===== config.mk =====
export PLATFORM = sky130hd
export DESIGN_NAME = sd_data_fifo_bridge
export DESIGN_NICKNAME = d
export VERILOG_FILES = /design/src/rtl/sd_data_pkg.sv /design/src/rtl/sd_fifo_sync.sv /design/src/rtl/sd_data_fifo_bridge.sv
export SDC_FILE = /design/constraint.sdc
export NUM_CORES = 1
export LEC_CHECK = 0
export ABC_AREA = 0
export BUFFER_PORTS_ARGS = -buffer_cell sky130_fd_sc_hd__buf_4
export CAP_MARGIN = 20
export CELL_PAD_IN_SITES_DETAIL_PLACEMENT = 0
export CELL_PAD_IN_SITES_GLOBAL_PLACEMENT = 1
export CORE_ASPECT_RATIO = 1.4
export CORE_MARGIN = 2
export CORE_UTILIZATION = 59
export CTS_BUF_LIST = sky130_fd_sc_hd__clkbuf_2 sky130_fd_sc_hd__clkbuf_4 sky130_fd_sc_hd__clkbuf_8
export DETAILED_ROUTE_END_ITERATION = 7
export PLACE_DENSITY_LB_ADDON = 0.05
export SLEW_MARGIN = 25
export SYNTH_ARGS = -nofsm -noshare
export SYNTH_HDL_FRONTEND = slang
export SYNTH_SLANG_ARGS = --single-unit

===== constraint.sdc =====
create_clock -name sd_clk -period 7 [get_ports sd_clk]
set_input_delay 0.7 -clock sd_clk [delete_from_list [all_inputs] [get_ports sd_clk]]
set_output_delay 0.7 -clock sd_clk [all_outputs]
set_load 0.03 [all_outputs]

===== src/rtl/sd_data_pkg.sv =====
// sd_data_pkg: shared widths and level type for the SD data FIFO bridge.
package sd_data_pkg;
  localparam int SD_DW = 32;
  localparam int SD_FIFO_AW = 4;
  localparam int SD_LVL_W = SD_FIFO_AW + 1;
  typedef logic [SD_LVL_W-1:0] sd_level_t;
endpackage


===== src/rtl/sd_fifo_sync.sv =====
// sd_fifo_sync: single-clock first-word-fall-through FIFO with flush and level.
module sd_fifo_sync #(
  parameter int DW = 32,
  parameter int AW = 4
) (
  input  logic          clk,
  input  logic          rst_n,
  input  logic          flush_i,
  input  logic          push_i,
  input  logic [DW-1:0] wdata_i,
  input  logic          pop_i,
  output logic [DW-1:0] rdata_o,
  output logic          full_o,
  output logic          empty_o,
  output logic [AW:0]   level_o
);
  logic [DW-1:0] mem_q [2**AW];
  logic [AW:0] wr_ptr_q, wr_ptr_d, rd_ptr_q, rd_ptr_d;
  logic do_push, do_pop;
  assign empty_o = wr_ptr_q == rd_ptr_q;
  assign full_o  = (wr_ptr_q[AW] != rd_ptr_q[AW]) && (wr_ptr_q[AW-1:0] == rd_ptr_q[AW-1:0]);
  assign level_o = wr_ptr_q - rd_ptr_q;
  assign rdata_o = mem_q[rd_ptr_q[AW-1:0]];
  // A pop on a full FIFO frees the slot the same-cycle push lands in.
  assign do_pop  = pop_i && !empty_o;
  assign do_push = push_i && (!full_o || do_pop);
  always_comb begin
    wr_ptr_d = flush_i ? '0 : wr_ptr_q + (AW+1)'(do_push);
    rd_ptr_d = flush_i ? '0 : rd_ptr_q + (AW+1)'(do_pop);
  end
  always_ff @(posedge clk or negedge rst_n) begin
    if (!rst_n) begin
      wr_ptr_q <= '0;
      rd_ptr_q <= '0;
    end else begin
      wr_ptr_q <= wr_ptr_d;
      rd_ptr_q <= rd_ptr_d;
    end
  end
  // Array is reset so the head outputs read 0 after reset and no stale word survives.
  always_ff @(posedge clk or negedge rst_n) begin
    if (!rst_n) begin
      for (int i = 0; i < 2**AW; i++) mem_q[i] <= '0;
    end else if (do_push && !flush_i) begin
      mem_q[wr_ptr_q[AW-1:0]] <= wdata_i;
    end
  end
endmodule


===== src/rtl/sd_data_fifo_bridge.sv =====
// sd_data_fifo_bridge: TX/RX word FIFOs between bus and SD data serial host.
// Optional sticky error flags enabled by defining SD_FIFO_ERR_FLAGS_EN.
module sd_data_fifo_bridge
  import sd_data_pkg::*;
#(
  parameter int DW = SD_DW,
  parameter int AW = SD_FIFO_AW
) (
  input  logic          sd_clk,
  input  logic          rst_n,
  input  logic          flush,
  input  logic          tx_wr,
  input  logic [DW-1:0] tx_wdata,
  output logic          tx_full,
  output logic [AW:0]   tx_level,
  input  logic          host_rd,
  output logic [DW-1:0] host_data_in,
  output logic          tx_empty,
  input  logic          host_we,
  input  logic [DW-1:0] host_data_out,
  input  logic          rx_rd,
  output logic [DW-1:0] rx_rdata,
  output logic          rx_empty,
  output logic          rx_full,
  output logic [AW:0]   rx_level,
  output logic          tx_underrun,
  output logic          rx_overflow
);
  sd_fifo_sync #(.DW(DW), .AW(AW)) u_tx (
    .clk(sd_clk), .rst_n(rst_n), .flush_i(flush),
    .push_i(tx_wr), .wdata_i(tx_wdata), .pop_i(host_rd),
    .rdata_o(host_data_in), .full_o(tx_full), .empty_o(tx_empty), .level_o(tx_level)
  );
  sd_fifo_sync #(.DW(DW), .AW(AW)) u_rx (
    .clk(sd_clk), .rst_n(rst_n), .flush_i(flush),
    .push_i(host_we), .wdata_i(host_data_out), .pop_i(rx_rd),
    .rdata_o(rx_rdata), .full_o(rx_full), .empty_o(rx_empty), .level_o(rx_level)
  );
`ifdef SD_FIFO_ERR_FLAGS_EN
  logic underrun_q, underrun_d, overflow_q, overflow_d;
  always_comb begin
    underrun_d = flush ? 1'b0 : underrun_q || (host_rd && tx_empty);
    overflow_d = flush ? 1'b0 : overflow_q || (host_we && rx_full && !rx_rd);
  end
  always_ff @(posedge sd_clk or negedge rst_n) begin
    if (!rst_n) begin
      underrun_q <= 1'b0;
      overflow_q <= 1'b0;
    end else begin
      underrun_q <= underrun_d;
      overflow_q <= overflow_d;
    end
  end
  assign tx_underrun = underrun_q;
  assign rx_overflow = overflow_q;
`else
  assign tx_underrun = 1'b0;
  assign rx_overflow = 1'b0;
`endif
endmodule

# Yosys cells after proc, flatten, opt, wreduce, memory -nomap -nowiden

Cells that the tools add are included.

Bits of input ports: 71
Output and inout bits: 80
Bits in registers: 1044
Word-level logic and storage cells: 91

$add $sub $neg: 6
Bitwise operators: 4
Order comparisons: 6
Multiplexer cells: 16
Reductions and logical operators: 17
Equal/unequal tests: 6

Operators with widths:

| operator             | count |
|---|---|
| $bwmux W512          | 2 |
| $bmux W32 S4         | 2 |
| $demux W32 S4        | 2 |
| $mux W32             | 6 |
| $add A5 B1 Y5        | 4 |
| $ge A5 B5 Y1 const B | 4 |
| $mux W5              | 4 |
| $not A4 Y5           | 4 |
| $eq A5 B5 Y1         | 2 |
| $logic_and A1 B1 Y1  | 10 |
| $lt A5 B1 Y1 const B | 2 |
| $sub A5 B5 Y5        | 2 |
| $eq A4 B4 Y1         | 2 |
| $logic_not A1 Y1     | 5 |
| $logic_or A1 B1 Y1   | 2 |
| $ne A1 B1 Y1         | 2 |

# Depth between registers and ports, before layout

Gate-level depths: netlist of the first run.

Depth after elaboration: 7
Gate-level depth with buffers: 13
Depth with buffers taken out: 10

# Cells and area by module

Synthesis of the first run repeated with hierarchy kept, for this count alone.

Cells, all modules: 3211
Area, all modules: 48248.8 µm²

By module, submodules not included:

| module               | cells each | sequential area each (µm²) | area each (µm²) | instances |
|---|---|---|---|---|
| sd_fifo_sync at u_rx | 1604       | 13062.5                    | 24208.2         | 1 |
| sd_fifo_sync at u_tx | 1604       | 13062.5                    | 24021.8         | 1 |
| sd_data_fifo_bridge  | 3          | 0.0                        | 18.8            | 1 |

# Worst setup path before layout of the first run

No wires, ideal clock.

Path type: reg2reg
From: register u_tx.rd_ptr_q[2]
To: register u_tx.rd_ptr_q[4]
Clock period less this slack: 3.158 ns
Stages on the path, launching flop included: 14
Path slack: 3.842 ns
Data required time: 6.868 ns
Setup time: 0.132 ns
Data arrival time: 3.026 ns
Cell sequence: dfrtp_1 > buf_2 > buf_1 > inv_1 > clkbuf_1 > ha_1 > and4_1 > nor2b_1 > nor2_1 > ha_1 > ha_1 > nand3_1 > xor2_1 > nor2_1

Cells in the longest elaborated chain, start to end: 5

RTL lines:

| element                | line                      | source |
|---|---|---|
| start, declared        | sd_fifo_sync.sv:18        | `logic [AW:0] wr_ptr_q, wr_ptr_d, rd_ptr_q, rd_ptr_d;` |
| start signal, assigned | sd_fifo_sync.sv:37        | `rd_ptr_q <= rd_ptr_d;` |
| $eq A5 B5 Y1           | sd_fifo_sync.sv:20        | `assign empty_o = wr_ptr_q == rd_ptr_q;` |
| via tx_empty           | sd_data_fifo_bridge.sv:18 | `output logic tx_empty,` |
| $logic_not A1 Y1       | sd_fifo_sync.sv:25        | `assign do_pop = pop_i && !empty_o;` |
| $logic_and A1 B1 Y1    | sd_fifo_sync.sv:25        |  |
| $add A5 B1 Y5          | sd_fifo_sync.sv:29        | `rd_ptr_d = flush_i ? '0 : rd_ptr_q + (AW+1)'(do_pop);` |
| $mux W5                | sd_fifo_sync.sv:29        |  |
| via u_tx.rd_ptr_d[4]   | sd_fifo_sync.sv:18        |  |

The timed path passes the listed nets, and every way through them passes these cells.
A chain may end at the register's enable or synchronous reset.

# Worst setup path after layout of the first run

From: register u_tx.rd_ptr_q[2]
To: output host_data_in[21]

Cells in the longest elaborated chain, start to end: 4

RTL lines:

| element                                      | line                      | source |
|---|---|---|
| $not A4 Y5 (not written as such)             | sd_fifo_sync.sv:23        | `assign rdata_o = mem_q[rd_ptr_q[AW-1:0]];` |
| $bmux W32 S4                                 | sd_fifo_sync.sv:23        |  |
| $mux W32 (not written as such) (2 in series) | sd_fifo_sync.sv:23        |  |
| end, declared                                | sd_data_fifo_bridge.sv:17 | `output logic [DW-1:0] host_data_in,` |

Every way passes these cells. The select of a mux whose other input is x is not followed.

==> flow_summary.rst, run 1 <==
.. list-table::
   :header-rows: 1

   * - Metric
     - Value
   * - Count of different cell masters after synthesis
     - 36
   * - Number of fillers in the final layout
     - around 5,600
   * - Synth cell count leaders
     - sky130_fd_sc_hd__dfrtp_1, sky130_fd_sc_hd__mux2_2, sky130_fd_sc_hd__mux4_2, sky130_fd_sc_hd__buf_2, sky130_fd_sc_hd__mux2i_1
   * - Clock net sink count
     - about 1,000
   * - Main combinational cell family by area after synthesis
     - multiplexers
   * - PD cells
     - 297 mW/mm2
   * - Data required time at the worst endpoint
     - 6.30 ns
   * - Number of vias per cell
     - 6.25
   * - Placer congestion estimate
     - roughly 0.8
   * - Aggregate global-route resource usage
     - 28.2%
   * - Post-layout min period
     - roughly 4.7 ns
   * - Path type of the worst setup path
     - flip-flop to primary output
   * - Overall overflow remaining after global route
     - 0
   * - Number of slew-limit violations in the final report
     - 0
   * - Worst reg2reg path depth
     - 7
   * - Synthesized area
     - roughly 0.047 mm2
   * - DRC
     - 0
   * - Via Count
     - 27,100
   * - Proportion of synthesized area in mux cells
     - 37.2%
   * - Floorplan die width
     - between 200 and 250 um
   * - Achievable frequency
     - 211 MHz
   * - Hold WC Path Type
     - input pin to flip-flop
   * - Slew at the pin with the worst max-slew slack
     - approximately 1.1 ns
   * - Total Neg Setup Slack
     - 0 ns
   * - Final number of setup-violating endpoints
     - 0
   * - Synthesized-area fraction occupied by ao, oa, aoi and oai cells
     - 2.47%
   * - I/O Buffers
     - ~150
   * - CP Launch Type
     - flip-flop
   * - Number of CTS-inserted buffers
     - 162
   * - Buffer type at the clock tree root
     - sky130_fd_sc_hd__clkbuf_8
   * - Leak
     - 24.7 nW
   * - Synth top area share
     - between 50% and 60%
   * - Most area-hungry cell type in the Yosys netlist
     - sky130_fd_sc_hd__dfrtp_1
   * - Async SR Flop Fraction
     - between 90% and 100%
   * - Final Skew
     - between 0.03 and 0.04 ns
   * - Xor and xnor fraction of the mapped netlist area
     - less than 1%
   * - Syn avg cell area
     - around 15 um2
   * - Syn Inst Count
     - about 3,000
   * - First-pass GRT wire length
     - 178 mm
   * - Register area share after synthesis
     - 55.2%
   * - TritonCTS clock tree
     - yes
   * - Count of standard-cell rows
     - 122
   * - Period utilisation layout
     - between 60% and 70%
   * - Final design instance area without fill
     - roughly 0.053 mm2
   * - Worst-Skew Late Latency
     - 0.83 ns
   * - Number of global-route vias before repair
     - 30,200
   * - H-Tree Level Count
     - 4
   * - Number of buffers on the longest clock path
     - 3
   * - Unrepaired setup endpoints after global routing
     - false
   * - Clock transition at path regs
     - 0.07 ns
   * - Worst Setup End Kind
     - primary output
   * - DRC marker count from the first detailed-route iteration
     - approximately 1,600
   * - Area enclosed by the die boundary
     - 0.0825 mm2
   * - Number of warnings printed during yosys synthesis
     - 0
   * - Overall die height
     - about 340 um
   * - Data arrival time of the worst path
     - between 4 and 5 ns
   * - Relative max-transition margin
     - 29.1%
   * - Area share of fa/ha/maj cells after synthesis
     - 0.508%
   * - Number of antenna violations at the first check in global routing
     - 5
   * - Initial core utilization
     - 59.7%
   * - Top post-synthesis cells by area
     - sky130_fd_sc_hd__dfrtp_1, sky130_fd_sc_hd__mux2_2, sky130_fd_sc_hd__mux4_2
   * - Most common cell in the netlist
     - sky130_fd_sc_hd__dfrtp_1
   * - Routed wire length per instance
     - 26.2 um
   * - Pin count of the biggest net entering global routing
     - around 180
   * - Ports placed on the boundary
     - 151
   * - Primary FF master, synth
     - sky130_fd_sc_hd__dfrtp_1
   * - Area fraction in and, or, nand and nor cells after synthesis
     - approximately 1.6%
   * - # Max-Cap Violations
     - 0
   * - Count of TritonRoute iterations in the first routing pass
     - 4
   * - Cell area after placement
     - between 0.04 and 0.05 mm2
   * - Wire length after detailed routing
     - 114 mm
   * - Nets
     - about 3,300
   * - Outcome
     - completed
   * - Number of synthesized flops with an enable pin
     - 0
   * - Share of layout cells above drive strength 1
     - a little over half
   * - CP max FO
     - 63
   * - Flop and latch count out of synthesis
     - approximately 1,000
   * - Hold Path Depth
     - 2
   * - Antenna-violating nets left
     - 0
   * - Core box area
     - 0.0792 mm2
   * - Hold Violations, Final
     - 0
   * - HPWL Detailed
     - between 60 and 70 mm
   * - VDD IR max
     - 0.187 mV
   * - Area grow syn2layout
     - 11.6%
repair_timing:
item | 4_1_cts | 5_1_grt
hold buffers | 1 | 0
setup buffers | 0 | 0
gates resized for setup | 0 | 0
hold endpoints to repair | 83 | 0
per-stage QoR:
step                setup slack, ns  std cells  util (%)  hold slack [ns]  power (mW)
finish                         2.25       4342      66.6            0.216        15.7
global placement               2.72       4048      62.1            0.468        10.2
CTS                            2.15       4337      66.5            0.147        15.8
global route                   2.13       4341      66.6            0.189        16.4
floorplan                      3.84       3054         -            0.404        9.32
detailed placement             2.57       4048      62.1            0.475        10.4
placed cells by master (no fill, tap or decap), types with 21 or more instances in the layout:
cell                       synthesis  routed
sky130_fd_sc_hd__mux2i_1         128     128
sky130_fd_sc_hd__buf_4             2     189
sky130_fd_sc_hd__dfrtp_1        1044    1039
sky130_fd_sc_hd__mux2_2          973     973
sky130_fd_sc_hd__mux4_2          213     213
sky130_fd_sc_hd__nand2_1         106      78
sky130_fd_sc_hd__a22oi_1          32      32
sky130_fd_sc_hd__mux2_1           51      51
sky130_fd_sc_hd__a221oi_1         64      64
sky130_fd_sc_hd__o21ai_0          32      32
sky130_fd_sc_hd__clkbuf_8          0     198
sky130_fd_sc_hd__nand2_2           0      24
sky130_fd_sc_hd__inv_1            21      21
sky130_fd_sc_hd__clkbuf_4          0      65
flip-flops by register name, indices dropped and copies added (netlist names):
name and cells:
u_rx.rd_ptr_q 5, u_rx.wr_ptr_q 5, u_tx.mem_q 512, u_tx.rd_ptr_q 5, u_rx.mem_q 512, u_tx.wr_ptr_q 5
critical path, stage by stage (launching register included):
cell and delay, ns:
sky130_fd_sc_hd__dfrtp_4 0.40, sky130_fd_sc_hd__buf_4 0.67, sky130_fd_sc_hd__buf_4 0.90, sky130_fd_sc_hd__mux4_2 0.43
sky130_fd_sc_hd__mux4_2 0.58, sky130_fd_sc_hd__buf_4 0.21
area by class of cell:
cell class | instances | area, um2 | area share, %
sequential | 1044 | 26100 | 49.5
multi-input combinational | 1730 | 20100 | 38.1
clock buffer | 263 | 3210 | 6.09
timing repair buffer | 200 | 1640 | 3.10
tap | 1054 | 1320 | 2.50
clock inverter | 25 | 287 | 0.543
inverter | 23 | 86.3 | 0.164
antenna | 3 | 7.51 | 0.0142
layer usage:
metal  track usage (%)  vias up  part of all wire, %
met5                 0        -                0.028
met4              10.6        4                  3.1
met3              4.65      227                  3.8
met2              49.5      577                   52
met1              35.2    14800                   41
li1                  -    11600                    -
report_power, final:
group	internal (mW)	leakage (nW)	switching (mW)
Sequential	6.71	13.8	0.408
Clock	3.08	1.85	2.36
Combinational	1.59	9.04	1.53
Total	11.4	24.7	4.29
cell families after synthesis:
kind of cell,Yosys count
buffers and inverters,280
and+or+nand+nor,168
other,1
adders and majority gates,18
AOI/OAI and AO/OA,157
muxes,1365
xor gates and xnor gates,20
DFF,1044
worst paths after layout:
check / from / end / slack, ns
worst max-delay path: u_tx.rd_ptr_q[2]$_DFF_PN0_ / host_data_in[21] / 2.25
worst min-delay path: tx_wdata[10] / u_tx.mem_q[330]$_DFFE_PN0P_ / 0.22
worst max register to register: u_tx.rd_ptr_q[3]$_DFF_PN0_ / u_tx.mem_q[231]$_DFFE_PN0P_ / 2.64
worst min register to register: u_tx.mem_q[301]$_DFFE_PN0P_ / u_tx.mem_q[301]$_DFFE_PN0P_ / 0.49
max in group asynchronous: rst_n / u_rx.mem_q[465]$_DFFE_PN0P_ / 4.51
min in group asynchronous: rst_n / u_rx.mem_q[410]$_DFFE_PN0P_ / 0.50
Power figures use the tool's default switching activity.
==> run 2: changes to the inputs <==
--- a/config.mk
+++ b/config.mk
@@ -12,7 +12,7 @@
 export CELL_PAD_IN_SITES_GLOBAL_PLACEMENT = 1
 export CORE_ASPECT_RATIO = 1.4
 export CORE_MARGIN = 2
-export CORE_UTILIZATION = 59
+export CORE_UTILIZATION = 55
 export CTS_BUF_LIST = sky130_fd_sc_hd__clkbuf_2 sky130_fd_sc_hd__clkbuf_4 sky130_fd_sc_hd__clkbuf_8
 export DETAILED_ROUTE_END_ITERATION = 7
 export PLACE_DENSITY_LB_ADDON = 0.05
==> constraint.sdc (replaced) <==
create_clock -name sd_clk -period 4.5 [get_ports sd_clk]
set_input_delay 0.45 -clock sd_clk [delete_from_list [all_inputs] [get_ports sd_clk]]
set_output_delay 0.45 -clock sd_clk [all_outputs]
set_load 0.03 [all_outputs]
==> run 2 against run 1 <==
Compared with the run above: combinational power is 61% higher; utilization shrank 3.7 points; clock power up 60%; largest cell class unchanged; global-route usage decreased by 0.68 points.
==> flow_summary.rst, run 2 (same netlist as run 1, synthesis figures left out) <==
.. list-table::
   :header-rows: 1

   * - Metric
     - Value
   * - Sequential Area
     - 0.0261 mm2 (unchanged)
   * - # Max-Cap Violations
     - 0 (unchanged)
   * - DRT met1 WL
     - 48.0 mm (+4.1%)
   * - Aggregate global-route resource usage
     - 27.6% (-0.68 points)
   * - TritonCTS clock tree
     - yes
   * - Number of antenna violations at the first check in global routing
     - 8 (+3)
   * - DRC marker count from the first detailed-route iteration
     - 1,677 (+5.5%)
   * - Buffer type at the clock tree root
     - sky130_fd_sc_hd__clkbuf_8
   * - Initial core utilization
     - 55.3% (-4.4 points)
   * - I/O Buffers
     - 148 (unchanged)
   * - Hold Violations, Final
     - 0 (unchanged)
   * - Worst reg2reg path depth
     - 6 (-1)
   * - Regs by FF count
     - u_rx.mem_q x512, u_tx.mem_q x512
   * - Core box area
     - 0.0855 mm2 (+7.9%)
   * - Worst-Skew Late Latency
     - 0.84 ns (about the same)
   * - Number of vias per cell
     - 6.18 (-1.1%)
   * - Data required time at the worst endpoint
     - 4.05 ns (-2.25 ns)
   * - Number of fillers in the final layout
     - 6,396 (+15%)
   * - Leak
     - 25.1 nW (+1.8%)
   * - Pin count of the biggest net entering global routing
     - 163 (-10%)
   * - Number of slew-limit violations in the final report
     - 0 (unchanged)
   * - Met2 Wirelength
     - 62.6 mm (+5.1%)
   * - Antenna-violating nets left
     - 0 (unchanged)
   * - Overall overflow remaining after global route
     - 0 (unchanged)
   * - Share of layout cells above drive strength 1
     - 51.6% (-0.70 points)
   * - Top library cells by usage in the layout, fill and taps aside
     - sky130_fd_sc_hd__dfrtp_1, sky130_fd_sc_hd__mux2_2, sky130_fd_sc_hd__mux4_2
   * - Period utilisation layout
     - between 80 and 90%
   * - Relative max-transition margin
     - 27.2% (-1.9 points)
   * - Worst Setup End Kind
     - primary output
   * - Area grow syn2layout
     - 13.7%
   * - Number of global-route vias before repair
     - 30,600 (+1.5%)
   * - Launch instance of the worst min-delay path
     - host_we
   * - PD cells
     - 460 mW/mm2 (+55%)
   * - Startpoint of the most critical register-to-register path
     - u_rx.rd_ptr_q[1]$_DFF_PN0_
   * - Routed wire length per instance
     - 26.4 um (+1.1%)
   * - Floorplan die width
     - 252 um (+3.5%)
   * - Slew at the pin with the worst max-slew slack
     - 1.09 ns (+0.0290 ns)
   * - H-Tree Level Count
     - 4 (unchanged)
   * - Final number of setup-violating endpoints
     - 0 (unchanged)
   * - Final Skew
     - 0.0264 ns (-0.0115 ns)
   * - Routed wl met3
     - 4.58 mm (+5.6%)
   * - Clock net sink count
     - 1,044 (unchanged)
   * - Total Neg Setup Slack
     - 0 ns (unchanged)
   * - VDD IR max
     - 0.355 mV (+90%)
   * - Outcome
     - completed
   * - Via Count
     - 27,700 (+2.0%)
   * - Clock transition at path regs
     - 0.06 ns (about the same)
   * - Footprint of the multi-input gates
     - 0.0201 mm2 (-0.23%)
   * - Overall die height
     - 351 um (+3.5%)
   * - DRC
     - 0 (unchanged)
   * - CP max FO
     - 52 (-17%)
   * - Path type of the worst setup path
     - flip-flop to primary output
   * - Hold Path Depth
     - 4 (+2)
   * - First-pass GRT wire length
     - 184 mm (+3.7%)
   * - Placer congestion estimate
     - 0.785 (+0.46%)
   * - Number of buffers on the longest clock path
     - 3 (unchanged)
   * - CP Launch Type
     - flip-flop
   * - Wire length after detailed routing
     - 118 mm (+4.3%)
   * - Nets
     - 3,338 (+2.7%)
   * - Unrepaired setup endpoints after global routing
     - false
   * - Most common cell after layout, fill and taps aside
     - sky130_fd_sc_hd__dfrtp_1
   * - Destination of the worst register-to-register timing path
     - u_rx.mem_q[1]$_DFFE_PN0P_
   * - Count of TritonRoute iterations in the first routing pass
     - 5 (+1)
   * - Achievable frequency
     - 256 MHz
   * - Count of standard-cell rows
     - 127 (+4.1%)
   * - HPWL Detailed
     - 68.2 mm (+3.7%)
   * - Post-layout min period
     - between 3 and 4 ns
   * - Post-CTS setup buffer count
     - 0 (unchanged)
   * - Data arrival time of the worst path
     - 3.46 ns (-0.59 ns)
   * - R2r setup slk
     - 0.75 ns (-1.89 ns)
   * - Area enclosed by the die boundary
     - 0.0884 mm2 (+7.2%)
   * - Worst Hold End
     - u_rx.wr_ptr_q[0]$_DFF_PN0_
   * - Uppermost layer routed
     - met5
   * - Hold WC Path Type
     - input pin to flip-flop
   * - Number of CTS-inserted buffers
     - 163 (+0.62%)
   * - Ports placed on the boundary
     - 151 (unchanged)
   * - Util after Layout
     - 62.9% (-3.7 points)
==> run 2: cell types whose count changed in the layout (fill, tap and decap cells not counted), sizes merged <==
| cell | change |
|---|---|
| buf | +22 |
| bufinv | -1 |
| clkbuf | -4 |
| clkinv | +11 |
| diode | +1 |
| dlygate4sd3 | +65 |
| inv | +4 |
==> run 2: power breakdown <==
part / switching (mW) / internal [mW]
Sequential: 0.543 / 10.4
Clock: 3.84 / 4.88
Combinational: 2.51 / 2.53
Total: 6.89 / 17.8
==> run 2: worst max-delay path by stage <==
| stage | slack (ns) | end | startpoint |
|---|---|---|---|
| 3_3_place_gp | 0.92 | u_tx.mem_q[247]$_DFFE_PN0P_ | u_tx.rd_ptr_q[2]$_DFF_PN0_ |
| 6_report | 0.59 | host_data_in[0] | u_tx.rd_ptr_q[1]$_DFF_PN0_ |
| 5_1_grt | 0.49 | rx_rdata[9] | u_rx.rd_ptr_q[2]$_DFF_PN0_ |
| 2_1_floorplan | 1.34 | u_tx.rd_ptr_q[4]$_DFF_PN0_ | u_tx.rd_ptr_q[2]$_DFF_PN0_ |
| 3_5_place_dp | 0.79 | u_tx.mem_q[226]$_DFFE_PN0P_ | u_tx.rd_ptr_q[1]$_DFF_PN0_ |
| 4_1_cts | 0.50 | rx_rdata[3] | u_rx.rd_ptr_q[2]$_DFF_PN0_ |
==> run 2: area by class of cell <==
type                       instances  share of cell area, %
timing repair buffer             287                   4.61
clock buffer                     259                   6.08
inverter                          23                  0.161
clock inverter                    39                  0.679
tap                             1096                   2.55
sequential                      1044                   48.6
antenna                            4                 0.0186
multi-input combinational       1730                   37.3
==> run 2: per-layer routing <==
metal / global-route usage, % / up-vias
li1: - / 11800
met5: 0 / -
met1: 34.2 / 15000
met3: 4.63 / 253
met2: 49.2 / 592
met4: 9.04 / 14
==> run 2: what timing repair did <==
item,4_1_cts,5_1_grt
hold buffers,66,0
hold endpoints to repair,1103,0
gates resized for setup,0,0
==> run 2: worst max-delay path, stage by stage, from the launching register on <==
cell,delay (ns)
sky130_fd_sc_hd__dfrtp_4,0.52
sky130_fd_sc_hd__buf_4,0.75
sky130_fd_sc_hd__mux4_2,0.36
sky130_fd_sc_hd__nand2_1,0.05
sky130_fd_sc_hd__and3_1,0.21
sky130_fd_sc_hd__a31oi_1,0.42
sky130_fd_sc_hd__buf_4,0.26
==> run 2: metrics by stage <==
stage / total power, mW / hold slack [ns] / cell area, um2 / setup WS [ns] / std cells
2_1_floorplan: 14.5 / 0.154 / 47300 / 1.34 / 3054
3_3_place_gp: 16.0 / 0.468 / 49500 / 0.923 / 4114
3_5_place_dp: 16.2 / 0.475 / 49500 / 0.791 / 4114
4_1_cts: 25.0 / 0.118 / 53800 / 0.497 / 4478
5_1_grt: 25.8 / 0.191 / 53800 / 0.486 / 4481
6_report: 24.7 / 0.183 / 53800 / 0.591 / 4482
